### config.mk
export PLATFORM = sky130hd
export DESIGN_NAME = serial_alu
export DESIGN_NICKNAME = d
export VERILOG_FILES = /design/src/rtl/serial_alu_pkg.sv /design/src/rtl/serial_alu_bitslice.sv /design/src/rtl/serial_alu.sv
export SDC_FILE = /design/constraint.sdc
export NUM_CORES = 1
export LEC_CHECK = 0
export ABC_AREA = 0
export ABC_CLOCK_PERIOD_IN_PS = 6480
export CAP_MARGIN = 15
export CORE_ASPECT_RATIO = 1.75
export CORE_MARGIN = 10
export CORE_UTILIZATION = 40
export DETAILED_ROUTE_END_ITERATION = 8
export PLACE_DENSITY = 0.68
export RECOVER_POWER = 100
export SETUP_SLACK_MARGIN = 0.3
export SLEW_MARGIN = 20
export SYNTH_ARGS = -nofsm -noshare
export SYNTH_HDL_FRONTEND = slang
export SYNTH_SLANG_ARGS = --single-unit
### constraint.sdc
create_clock -name clk -period 6.48 [get_ports clk]
set_clock_uncertainty 0.05 [all_clocks]
set_input_delay 0.972 -clock clk [delete_from_list [all_inputs] [get_ports clk]]
set_output_delay 0.972 -clock clk [all_outputs]
set_load 0.1 [all_outputs]
### src/rtl/serial_alu_pkg.sv
// Shared types for the bit-serial ALU: opcode and FSM state enums, plus
// helpers describing how each opcode uses the carry chain.
package serial_alu_pkg;

    typedef enum logic [2:0] {
        OP_ADD   = 3'b000,
        OP_SUB   = 3'b001,
        OP_AND   = 3'b010,
        OP_NAND  = 3'b011,
        OP_OR    = 3'b100,
        OP_XOR   = 3'b101,
        OP_NOR   = 3'b110,
        OP_PASSA = 3'b111
    } op_t;

    typedef enum logic {
        ST_IDLE = 1'b0,
        ST_RUN  = 1'b1
    } state_t;

    // Subtraction is A + ~B + 1, so its carry chain starts at 1.
    function automatic logic op_carry_in(input op_t op);
        return (op == OP_SUB);
    endfunction

    function automatic logic op_is_arith(input op_t op);
        return (op == OP_ADD) || (op == OP_SUB);
    endfunction

endpackage

### src/rtl/serial_alu_bitslice.sv
// Combinational one-bit ALU cell; the carry output is forced low for logic
// opcodes so the serial carry register stays at 0 for them.
module serial_alu_bitslice
    import serial_alu_pkg::*;
(
    input  logic a,
    input  logic b,
    input  logic cin,
    input  op_t  opcode,
    output logic r,
    output logic cout
);

    logic bx;

    always_comb begin
        bx   = (opcode == OP_SUB) ? ~b : b;
        r    = 1'b0;
        cout = 1'b0;
        case (opcode)
            OP_ADD, OP_SUB: begin
                r    = a ^ bx ^ cin;
                cout = (a & bx) | (cin & (a ^ bx));
            end
            OP_AND:   r = a & b;
            OP_NAND:  r = ~(a & b);
            OP_OR:    r = a | b;
            OP_XOR:   r = a ^ b;
            OP_NOR:   r = ~(a | b);
            OP_PASSA: r = a;
            default: begin
                r    = 1'b0;
                cout = 1'b0;
            end
        endcase
    end

endmodule

### src/rtl/serial_alu.sv
// Bit-serial ALU, one result bit per clock LSB first; result and flags are
// published together on completion. Define SERIAL_ALU_OVF_EN to add ovf.
module serial_alu
    import serial_alu_pkg::*;
#(
    parameter int WIDTH = 4
) (
    input  logic             clk,
    input  logic             rst,
    input  logic             start,
    input  logic             abort,
    input  logic [WIDTH-1:0] A,
    input  logic [WIDTH-1:0] B,
    input  logic [2:0]       opcode,
    output logic             busy,
    output logic             done,
    output logic [WIDTH-1:0] C,
    output logic             car,
    output logic             sign,
    output logic             zero
`ifdef SERIAL_ALU_OVF_EN
   ,output logic             ovf
`endif
);

    localparam int IW = (WIDTH > 2) ? $clog2(WIDTH) : 1;
    localparam logic [IW-1:0] LAST = IW'(WIDTH - 1);

    state_t           state;
    logic [WIDTH-1:0] sh_a;
    logic [WIDTH-1:0] sh_b;
    logic [WIDTH-1:0] sh_r;
    op_t              sh_op;
    logic [IW-1:0]    idx;
    logic             cy;
    logic             bit_r;
    logic             bit_c;
    logic [WIDTH-1:0] res_next;

    serial_alu_bitslice u_slice (
        .a      (sh_a[idx]),
        .b      (sh_b[idx]),
        .cin    (cy),
        .opcode (sh_op),
        .r      (bit_r),
        .cout   (bit_c)
    );

    // Shadow result with the current bit merged in, so the final edge can
    // publish a complete value and derive sign/zero from it.
    always_comb begin
        res_next      = sh_r;
        res_next[idx] = bit_r;
    end

    always_ff @(posedge clk or posedge rst) begin
        if (rst) begin
            state <= ST_IDLE;
            busy  <= 1'b0;
            done  <= 1'b0;
            C     <= '0;
            car   <= 1'b0;
            sign  <= 1'b0;
            zero  <= 1'b1;
`ifdef SERIAL_ALU_OVF_EN
            ovf   <= 1'b0;
`endif
            sh_a  <= '0;
            sh_b  <= '0;
            sh_r  <= '0;
            sh_op <= OP_ADD;
            idx   <= '0;
            cy    <= 1'b0;
        end else begin
            done <= 1'b0;
            case (state)
                ST_IDLE: begin
                    if (start) begin
                        sh_a  <= A;
                        sh_b  <= B;
                        sh_op <= op_t'(opcode);
                        sh_r  <= '0;
                        idx   <= '0;
                        cy    <= op_carry_in(op_t'(opcode));
                        busy  <= 1'b1;
                        state <= ST_RUN;
                    end
                end
                ST_RUN: begin
                    if (abort) begin
                        busy  <= 1'b0;
                        state <= ST_IDLE;
                    end else begin
                        sh_r <= res_next;
                        cy   <= op_is_arith(sh_op) ? bit_c : 1'b0;
                        idx  <= idx + 1'b1;
                        if (idx == LAST) begin
                            C     <= res_next;
                            car   <= op_is_arith(sh_op) ? bit_c : 1'b0;
                            sign  <= res_next[WIDTH-1];
                            zero  <= (res_next == '0);
`ifdef SERIAL_ALU_OVF_EN
                            ovf   <= op_is_arith(sh_op) ? (cy ^ bit_c) : 1'b0;
`endif
                            done  <= 1'b1;
                            busy  <= 1'b0;
                            state <= ST_IDLE;
                        end
                    end
                end
                default: begin
                    busy  <= 1'b0;
                    state <= ST_IDLE;
                end
            endcase
        end
    end

endmodule
# Word-level counts from Yosys, hierarchy flattened

Cells that the tools add are included.

$add $sub $neg: 1
$lt $le $gt $ge: 2
Eq/ne operators: 12
Mux-type cells: 31
Bitwise gates (word level): 13
Reductions and logical operators: 9

Operator list:

| kind                                                  | number |
|---|---|
| two-way mux 1 bit                                     | 17 |
| equality test 3 bit, second input constant            | 4 |
| two-way mux 4 bit                                     | 2 |
| case mux 4 bit (2 select lines)                       | 1 |
| case mux 1 bit (7 select lines)                       | 1 |
| equality test 3 x 1 -> 1 bit, second input constant   | 2 |
| equality test 3 x 2 -> 1 bit, second input constant   | 2 |
| case mux 1 bit (2 select lines)                       | 3 |
| AND reduction 2 bit                                   | 3 |
| inverter 1 bit                                        | 5 |
| binary-select mux 1 bit (select 2 bit)                | 2 |
| bitwise mux 4 bit                                     | 1 |
| zero test 4 bit                                       | 1 |
| two-way mux 2 bit                                     | 2 |
| inequality test 2 bit, second input constant          | 2 |
| case mux 2 bit (2 select lines)                       | 1 |
| AND 1 bit                                             | 3 |
| zero test 3 bit                                       | 1 |
| < comparator 2 x 3 -> 1 bit, second input constant    | 1 |
| inequality test 3 x 2 -> 1 bit, second input constant | 1 |
| AND reduction 3 bit                                   | 1 |
| XOR 1 bit                                             | 3 |
| adder 2 x 1 -> 2 bit, second input constant           | 1 |
| demux 1 bit (select 2 bit)                            | 1 |
| other kinds (6)                                       | 7 |

Register bits after elaboration: 28
Input bits: 15
Output and inout port bits: 9
Logic and storage cells: 81

# Depth between registers and ports, before layout

Gate-level depths: netlist (run 1).

Depth after elaboration: 11
Depth in mapped cells: 9
Gate-level depth less buffers: 8

# Cells and area by module

Synthesis (run 1) repeated with hierarchy kept, for this count alone.

Cells, all modules: 120
Area, all modules: 1412.6 um^2

Modules (own cells, without submodules):

| module              | times used | cells an instance | area an instance (um^2) | sequential area each (um^2) |
|---|---|---|---|---|
| serial_alu          | 1          | 103               | 1282.5                  | 651.9 |
| serial_alu_bitslice | 1          | 17                | 130.1                   | 0.0 |

# Worst setup path after synthesis (run 1)

OpenSTA, ideal clock, no wires.

Path kind: reg-to-reg
Start point: reg idx[0]
End point: reg C[0]
Library setup time: 0.156 ns
Data arrival time: 2.502 ns
Data required time: 6.274 ns
Slack: 3.772 ns
Stages on the path, launching flop included: 9
Path buffers: 0
Period minus slack after synthesis: 2.708 ns
Path through: dfrtp_1 -> mux4_1 -> inv_1 -> xnor2_1 -> fa_1 -> nor3b_1 -> a211oi_1 -> a311oi_2 -> a41oi_1

Cells in the longest elaborated chain, start to end: 8
Elaborated cells between the ends (all ways): 22
Classes of those cells: order compare (2); eq/ne (1); mux (9); bitwise (8); reduce/logical (2)

Ends and longest elaborated chain:

| element                                 | RTL line                  | source |
|---|---|---|
| start, declared                         | serial_alu.sv:34          | `logic [IW-1:0] idx;` |
| start signal, assigned                  | serial_alu.sv:96          | `idx <= idx + 1'b1;` |
| binary-select mux 1 bit (select 2 bit)  | serial_alu.sv:42          | `.b (sh_b[idx]),` |
| two-way mux 1 bit (not written as such) | serial_alu.sv:42          |  |
| inverter 1 bit                          | serial_alu_bitslice.sv:17 | `bx = (opcode == OP_SUB) ? ~b : b;` |
| two-way mux 1 bit                       | serial_alu_bitslice.sv:17 |  |
| XOR 1 bit (2 in a row)                  | serial_alu_bitslice.sv:22 | `r = a ^ bx ^ cin;` |
| case mux 1 bit (7 select lines)         | serial_alu_bitslice.sv:20 | `case (opcode)` |
| bitwise mux 4 bit                       | serial_alu.sv:53          | `res_next[idx] = bit_r;` |
| end signal, assigned                    | serial_alu.sv:98          | `C <= res_next;` |
| end, declared                           | serial_alu.sv:17          | `output logic [WIDTH-1:0] C,` |

Parallel ways exist; a longest one is shown, timed or not. The select of a mux whose other input is x is not followed.
A chain may end at the register's enable or synchronous reset.

# Worst setup path in the final report (run 1)

Start point: reg idx[0]
End point: reg C[2]

The elaborated chain is that of the path after synthesis.

==> results of run 1 <==
==> worst max path at each step <==
stage,to,slack (ns)
after detailed placement,C[2],3.41
after global placement,C[0],3.58
after CTS,C[2],3.40
after global routing,C[0],2.82
after floorplan,C[0],3.77
final,C[2],3.04
==> tightest hold or removal path: cells and delay by family, from the launching register on <==
family,cells,cell delay (ns)
flip-flops,1,0.36
AND/OR/NAND/NOR,2,0.10
==> logic make-up after synthesis <==
| logic type | Yosys count |
|---|---|
| compound gates | 32 |
| xor+xnor | 1 |
| fa+ha+maj | 7 |
| buf+inv | 19 |
| flops | 26 |
| mux | 2 |
| simple gates | 62 |
==> power by group through the flow <==
stage	Combinational (mW)	Clock [mW]	Sequential, mW
4_1_cts	0.527	0.105	0.270
2_1_floorplan	0.289	0	0.408
6_report	0.511	0.103	0.268
3_5_place_dp	0.525	0	0.273
5_1_grt	0.554	0.112	0.280
3_3_place_gp	0.510	0	0.270
==> layer usage <==
metal	track usage [%]	vias to the layer above
met5	0	-
met4	5.46	0
met3	2.29	10
met2	18.2	34
met1	10.1	542
li1	-	558
==> sequential cells by signal (all words and copies together), names as in the netlist <==
signal and flops:
done 1, sh_b 4, C 4, car 1
sh_r 3, sh_a 4, busy 1, zero 1
state 1, sh_op 3, idx 2, cy 1
==> cell type report <==
class	instances	area (um^2)	area share (%)
inverter	12	45.0	2.65
tap	45	56.3	3.32
multi-input combinational	104	656	38.6
clock buffer	4	55.1	3.24
sequential	26	652	38.4
timing repair buffer	24	234	13.8
==> Yosys cell counts, drive strengths merged, types with 3 or more instances <==
cell type / n / share of area (%)
a21oi: 3 / 1.1
inv: 12 / 3.2
nand2b: 3 / 1.9
buf: 4 / 2.2
o21ai: 9 / 3.2
nor2: 10 / 2.7
clkbuf: 3 / 0.80
or3: 4 / 1.8
ha: 6 / 5.4
a41oi: 3 / 1.9
a31oi: 4 / 1.8
nand2: 36 / 9.6
dfrtp: 25 / 45
==> flow_summary.toml, run 1 <==
[run_status]
status = "finished, final reports clean"

[critical_path]
ff2ff_path_depth = 8
r2r_start = "idx[0]"
rrSetupSlack_ns = 3.04
crit_path_end_kind = "flop"
max_stage_delay_ns = 0.86
path_buf_inv = 1
cp_max_fo = 8
crit_slowest_cell = "a311oi_1"
required_ns = 6.52
critical_path_class = "reg2reg"
path_delay_family = "compound AO/OA/AOI/OAI gates"
crit_start = "idx[0]"
cp-start-kind = "flop"
r2r-end = "C[2]"
crit_chain = "mux4_1, inv_1, xnor2_1, fa_1, nor3b_1, a211oi_1, a311oi_1, a41oi_1"
crit_cells = 8
worst_ep_arrival_time_ns = 3.48

[drt]
dr_total_vias = 1144
wl_met2_mm = 1.64
drc_errors = 0
wl_per_cell_um = 14.0
wl_met1_mm = 1.14
drtPass1Iterations = 4
drt_iter0_markers = 20
route.top_layer_used = "met4"
wl_met3_um = 145
via_per_inst = 5.32
drt.antenna.violating_nets = 0
wl_mm = 3.01

[hold_path]
hp-start = "sh_b[2]"
holdPathEnd = "sh_b[2]"
hold_class = "reg2reg"
holdPathStages = 2

[global_routing]
antenna_found_initial = 0
grt_pass1_wl_mm = 5.29
grt_overflow = 0
grt_max_degree = 27
grt_usage_pct = 10.1
grt_pass1_vias = 1169

[clock_tree]
clock-root-buffer = "clkbuf_8"
cts_buffer_depth = 2
cts_num_sinks = 26
clk_latency_ns = 0.27
htreeDepth = 1
cts_setup_buffers = 0
cts_buffers = 3
cts_resized = 0
clk_pin_slew_ns = 0.09
cts_tree = "yes"
postCtsHoldBufs = 0

[layout]
antennaDiodeCount = 0
area_delta_synth_final_pct = 21.2
final_common_cell = "nand2_1"
drive_gt1_share_pct = 5.29
layout.cells.non_filler = 215
stdcell_area_um2 = 1700
layout_common_cells = "36 x nand2_1, 25 x dfrtp_1, 12 x dlygate4sd3_1"
nFillCells = 327
finish.utilization_pct = 50.0
final_nets = 193

[timing]
fin_tns_setup_ns = 0
fin_crit_sh_pct = 53.1
drv_slew = 0
max_freq_mhz = 291
finalSetupViolations = 0
finalHoldViolCount = 0
period_minus_slack_ns = 3.44
setup_slack_ns = 3.04
tightest_slew_ns = 1.12
slew-limit-headroom_pct = 24.7
whs_ns = 0.437
rsz0062_at_grt = "no"

[pwr]
p_switching_mw = 0.452
pwr-share-comb_pct = 57.9
p_total_mw = 0.882
p_seq_share_pct = 30.4
switching_share_pct = 51.2
max-vdd-ir-drop_mv = 0.256
power.density_nw_per_um2 = 520
power.share.clock_pct = 11.7
p_int_mw = 0.431
leakagePower_nw = 0.778

[yosys]
ys_types = 40
syn-cell-area_um2 = 1400
syn_nets = 171
ys_async_sr_fraction_pct = 100
synth_top_family_by_area = "simple AND/OR/NAND/NOR gates"
synth_fa_ha_area_share_pct = 6.79
synth_edf_count = 0
synth_cells = 149
yosys.area_share.xor_xnor_pct = 0.625
ys_ff_latch = 26
muxShareOfSynthArea_pct = 3.48
synth-simple-area-share_pct = 20.1
syn_area_per_cell_um2 = 9.40
synth_compound_area_share_pct = 16.3
synthFlopType = "dfrtp_1"
ys_warn_count = 0
yosysSeqAreaShare_pct = 46.5

[die]
die_x_um = 64.7
ioPinCount = 24
start_util_pct = 41.2
die_area_um2 = 6360
core_um2 = 3400
fp.dieH_um = 98.3
fp-row-count = 28

[placement]
placed_area_um2 = 1650
place.gp.congestion = 0.845
place_inst = 211
place_ws_ns = 3.41
portBuffers = 23
hpwl_mm = 2.35

[job]
maxCapViolations = 0
(Power assumes the default switching activity.)
==> run 2, diff against run 1 <==
--- a/config.mk
+++ b/config.mk
@@ -6,13 +6,13 @@
 export NUM_CORES = 1
 export LEC_CHECK = 0
 export ABC_AREA = 0
-export ABC_CLOCK_PERIOD_IN_PS = 6480
+export ABC_CLOCK_PERIOD_IN_PS = 2900
 export CAP_MARGIN = 15
 export CORE_ASPECT_RATIO = 1.75
 export CORE_MARGIN = 10
 export CORE_UTILIZATION = 40
 export DETAILED_ROUTE_END_ITERATION = 8
-export PLACE_DENSITY = 0.68
+export PLACE_DENSITY = 0.71
 export RECOVER_POWER = 100
 export SETUP_SLACK_MARGIN = 0.3
 export SLEW_MARGIN = 20
==> constraint.sdc (replaced) <==
create_clock -name clk -period 2.9 [get_ports clk]
set_clock_uncertainty 0.05 [all_clocks]
set_input_delay 0.435 -clock clk [delete_from_list [all_inputs] [get_ports clk]]
set_output_delay 0.435 -clock clk [all_outputs]
set_load 0.1 [all_outputs]
==> flow_summary.toml, run 2 (synthesis gave the netlist of run 1 again) <==
[critical_path]
max_stage_delay_ns = 0.52
crit_path_end_kind = "flop"
critical_path_class = "reg2reg"
crit_chain = "mux4_2, inv_1, xnor2_1, fa_1, nor3b_4, a211oi_1, a311oi_2, buf_4, a32o_1"
ff2ff_path_depth = 9
required_ns = 3.05
worst_ep_arrival_time_ns = 2.79
cp-start-kind = "flop"
crit_start = "idx[0]"
r2r_start = "idx[0]"
crit_slowest_cell = "mux4_2"
cp_max_fo = 8

[placement]
hpwl_mm = 2.54
place.gp.congestion = 0.865
place_inst = 215
placed_area_um2 = 1660
portBuffers = 23

[global_routing]
grt_overflow = 0
grt_max_degree = 16
grt_usage_pct = 10.5
grt_pass1_wl_mm = 5.54
grt_pass1_vias = 1252
antenna_found_initial = 0

[clock_tree]
clk_pin_slew_ns = 0.09
clock-root-buffer = "clkbuf_8"
postCtsHoldBufs = 0
cts_tree = "yes"
htreeDepth = 1
cts_buffer_depth = 2
cts_buffers = 3
cts_num_sinks = 26
clk_latency_ns = 0.27

[drt]
drt_iter0_markers = 23
drc_errors = 0
wl_per_cell_um = 14.5
drt.antenna.violating_nets = 0
dr_total_vias = 1150
via_per_inst = 5.11
drtPass1Iterations = 4
wl_mm = 3.25

[timing]
finalSetupViolations = 0
slew-limit-headroom_pct = 20.3
period_minus_slack_ns = 2.64
finalHoldViolCount = 0
rsz0062_at_grt = "yes"
drv_slew = 0
fin_tns_setup_ns = 0
tightest_slew_ns = 1.20
fin_crit_sh_pct = 91.0
whs_ns = 0.433
max_freq_mhz = 379

[pwr]
max-vdd-ir-drop_mv = 0.734
p_total_mw = 2.16
power.density_nw_per_um2 = 1240
leakagePower_nw = 0.780

[layout]
final_common_cell = "nand2_1"
layout.cells.non_filler = 225
layout_common_cells = "36 x nand2_1, 24 x dfrtp_1, 12 x clkdlybuf4s50_1, 12 x clkbuf_1, 11 x inv_1"
top_regs = "C x4, sh_a x4, sh_b x4"
drive_gt1_share_pct = 13.3
stdcell_area_um2 = 1750
area_delta_synth_final_pct = 24.9
final_nets = 203
antennaDiodeCount = 0

[die]
fp.dieH_um = 98.3
start_util_pct = 41.2
die_area_um2 = 6360
core_um2 = 3400
die_x_um = 64.7
fp-row-count = 28
ioPinCount = 24

[job]
maxCapViolations = 0

[hold_path]
hold_class = "reg2reg"
hp-start = "sh_a[2]"
holdPathStages = 2

[run_status]
status = "finished, final reports clean"
==> run 2: layout make-up <==
cell class	instances	area (um^2)
Sequential cell	26	653
Timing Repair Buffer	34	245
Inverter	12	45.0
Multi-Input combinational cell	104	696
Clock buffer	4	55.1
Tap cell	45	56.3
Fill cell	330	1650
==> run 2: path summary, 6_finish.rpt <==
path | end | slack (ns)
max reg2reg | zero | 0.26
min reg2reg | sh_a[2] | 0.43
min in group asynchronous | sh_a[1] | 0.58
max in group asynchronous | cy | 1.25
min | sh_a[2] | 0.43
max | zero | 0.26
==> run 2: metrics by stage <==
| step | utilization [%] | worst slack [ns] |
|---|---|---|
| 2_1_floorplan | - | 0.293 |
| 3_3_place_gp | 48.9 | 0.284 |
| 3_5_place_dp | 48.9 | 0.145 |
| 4_1_cts | 52.6 | 0.257 |
| 5_1_grt | 51.5 | 0.161 |
| 6_report | 51.5 | 0.261 |
==> run 2: power breakdown <==
group	switching (mW)	internal (mW)
sequential	0.0878	0.491
combinational	0.904	0.448
clock	0.112	0.121
==> run 2: metal layers <==
metal	up-vias	share of wire, %	global-route usage (%)
met1	555	38	10.8
li1	568	-	-
met4	0	1.4	3.64
met5	-	0	0
met2	23	57	20.0
met3	4	3.1	1.95
==> run 2: critical path: cells and delay by family (launching register included) <==
family	cells	cell delay, ns
XOR/XNOR	1	0.15
multiplexers	1	0.52
flip-flops	1	0.40
AO/OA/AOI/OAI	3	0.52
AND/OR/NAND/NOR	1	0.17
buffers and inverters	2	0.28
adder cells (fa/ha/maj)	1	0.48
==> run 2: repair_timing <==
action,CTS,global route
buffers inserted,4,2
endpoints found under the setup margin,8,8
pin swaps,7,3
gates resized for setup,6,3
==> run 3, diff against run 2 <==
--- a/config.mk
+++ b/config.mk
@@ -5,7 +5,7 @@
 export SDC_FILE = /design/constraint.sdc
 export NUM_CORES = 1
 export LEC_CHECK = 0
-export ABC_AREA = 0
+export ABC_AREA = 1
 export ABC_CLOCK_PERIOD_IN_PS = 2900
 export CAP_MARGIN = 15
 export CORE_ASPECT_RATIO = 1.75
==> flow_summary.toml, run 3 <==
[placement]
place_inst = 222
placed_area_um2 = 1660
place_ws_ns = 0.720
portBuffers = 23
hpwl_mm = 2.44
place.gp.congestion = 0.933

[clock_tree]
cts_tree = "yes"
cts_buffer_depth = 2
postCtsHoldBufs = 0
clk_latency_ns = 0.28
cts_setup_buffers = 0
cts_resized = 0
htreeDepth = 1
clk_pin_slew_ns = 0.09
clock-root-buffer = "clkbuf_8"
cts_num_sinks = 27
cts_buffers = 3

[die]
start_util_pct = 41.5
die_x_um = 64.7
core_um2 = 3360
fp.dieH_um = 98.2
fp-row-count = 28
die_area_um2 = 6350
ioPinCount = 24

[yosys]
yosysSeqAreaShare_pct = 48.5
ys_async_sr_fraction_pct = 100
synth.most_common_cell = "nand2_1"
yosys.area.top_type = "dfrtp_1"
ys_ff_latch = 27
ys_top_cells_by_count = "38 x nand2_1, 26 x dfrtp_1, 14 x inv_1"
ys_types = 26
syn_area_per_cell_um2 = 9.01
syn-cell-area_um2 = 1400
synth_top_area_share_pct = 46.6
synth_cells = 155
synthFlopType = "dfrtp_1"
synth_edf_count = 0
ys_warn_count = 0
syn_nets = 177
synth_area_leaders = "dfrtp_1 47%, nand2_1 10%, mux2_2 6.5%"

[layout]
layout.cells.non_filler = 226
antennaDiodeCount = 0
final_common_cell = "nand2_1"
stdcell_area_um2 = 1650
layout_common_cells = "39 x nand2_1, 26 x dfrtp_1, 15 x inv_1"
drive_gt1_share_pct = 14.4
finish.utilization_pct = 49.0
final_nets = 204
area_delta_synth_final_pct = 18.1

[timing]
finalSetupViolations = 0
slew-limit-headroom_pct = 9.26
drv_slew = 0
fin_crit_sh_pct = 79.8
period_minus_slack_ns = 2.31
rsz0062_at_grt = "no"
finalHoldViolCount = 0
fin_tns_setup_ns = 0
max_freq_mhz = 432
whs_ns = 0.425
setup_slack_ns = 0.586
tightest_slew_ns = 1.36

[job]
maxCapViolations = 0

[drt]
dr_total_vias = 1107
wl_per_cell_um = 13.3
wl_mm = 3.00
drt.antenna.violating_nets = 0
drtPass1Iterations = 4
via_per_inst = 4.90
drc_errors = 0
drt_iter0_markers = 24

[pwr]
power.share.clock_pct = 11.8
max-vdd-ir-drop_mv = 0.543
leakagePower_nw = 0.782
power.density_nw_per_um2 = 1120
p_switching_mw = 0.982
pwr-share-comb_pct = 55.6
p_seq_share_pct = 32.5
p_total_mw = 1.84
switching_share_pct = 53.2
p_int_mw = 0.863

[critical_path]
crit_slowest_cell = "fa_1"
max_stage_delay_ns = 0.48
crit_end = "zero"
r2r_start = "idx[0]"
required_ns = 3.07
crit_chain = "inv_1, nand2_1, nand3_1, nand2_1, xnor2_1, fa_1, nand3_1, nand3_1, nand2_1, nor2_1, nand3_1, nand2_1"
rrSetupSlack_ns = 0.59
crit_cells = 12
r2r-end = "zero"
critical_path_class = "reg2reg"
cp_max_fo = 8
cp-start-kind = "flop"
crit_path_end_kind = "flop"
worst_ep_arrival_time_ns = 2.49
ff2ff_path_depth = 12
path_buf_inv = 1
path_delay_family = "simple AND/OR/NAND/NOR gates"
crit_start = "idx[0]"

[global_routing]
grt_pass1_wl_mm = 5.13
antenna_found_initial = 0
grt_usage_pct = 9.90
grt_max_degree = 28
grt_pass1_vias = 1164
grt_overflow = 0

[hold_path]
hold_class = "reg2reg"

[run_status]
status = "finished, final reports clean"
[run 3: layout make-up]
cell class                      instances  area (um^2)
Fill cell                             346         1710
Sequential cell                        27          677
Multi-Input combinational cell        106          617
Timing Repair Buffer                   24          178
Inverter                               20         75.1
Tap cell                               45         56.3
Clock buffer                            3         41.3
Clock inverter                          1         5.00
[run 3: power groups by stage]
stage	registers [mW]	clock network, mW	logic [mW]
floorplan	0.909	0	0.554
global placement	0.603	0	1.07
detailed placement	0.610	0	1.09
CTS	0.602	0.220	1.09
global route	0.618	0.235	1.14
finish	0.600	0.218	1.03
[run 3: cell families after synthesis]
kind of cell	Yosys count	share of synthesized area [%]
DFF	27	48.5
adders and majority gates	7	6.81
xor gates and xnor gates	1	0.627
buffers and inverters	22	6.27
and+or+nand+nor	71	24.4
muxes	8	6.45
AOI/OAI and AO/OA	19	6.99
[run 3: worst register-to-register path, delay by kind of cell, from the launching register on]
family | cells | cell delay [ns]
flip-flops | 1 | 0.46
AND/OR/NAND/NOR | 9 | 0.91
XOR/XNOR | 1 | 0.15
buffers and inverters | 1 | 0.22
adder cells (fa/ha/maj) | 1 | 0.48
[run 3: worst min-delay path by stage]
stage | start | to | slack, ns | depth (start not counted)
2_1_floorplan | sh_a[1] | sh_a[1] | 0.43 | 1
3_5_place_dp | zero | zero | 0.41 | 2
3_3_place_gp | busy | busy | 0.41 | 2
4_1_cts | zero | zero | 0.43 | 2
6_report | zero | zero | 0.42 | 2
5_1_grt | zero | zero | 0.47 | 2
[run 3: metal layers]
layer	wire length, um	GRT usage, %	up-vias
met2	1640	18.6	27
met5	0	0	-
met4	87	4.80	0
li1	-	-	550
met3	158	3.20	9
met1	1110	9.04	521
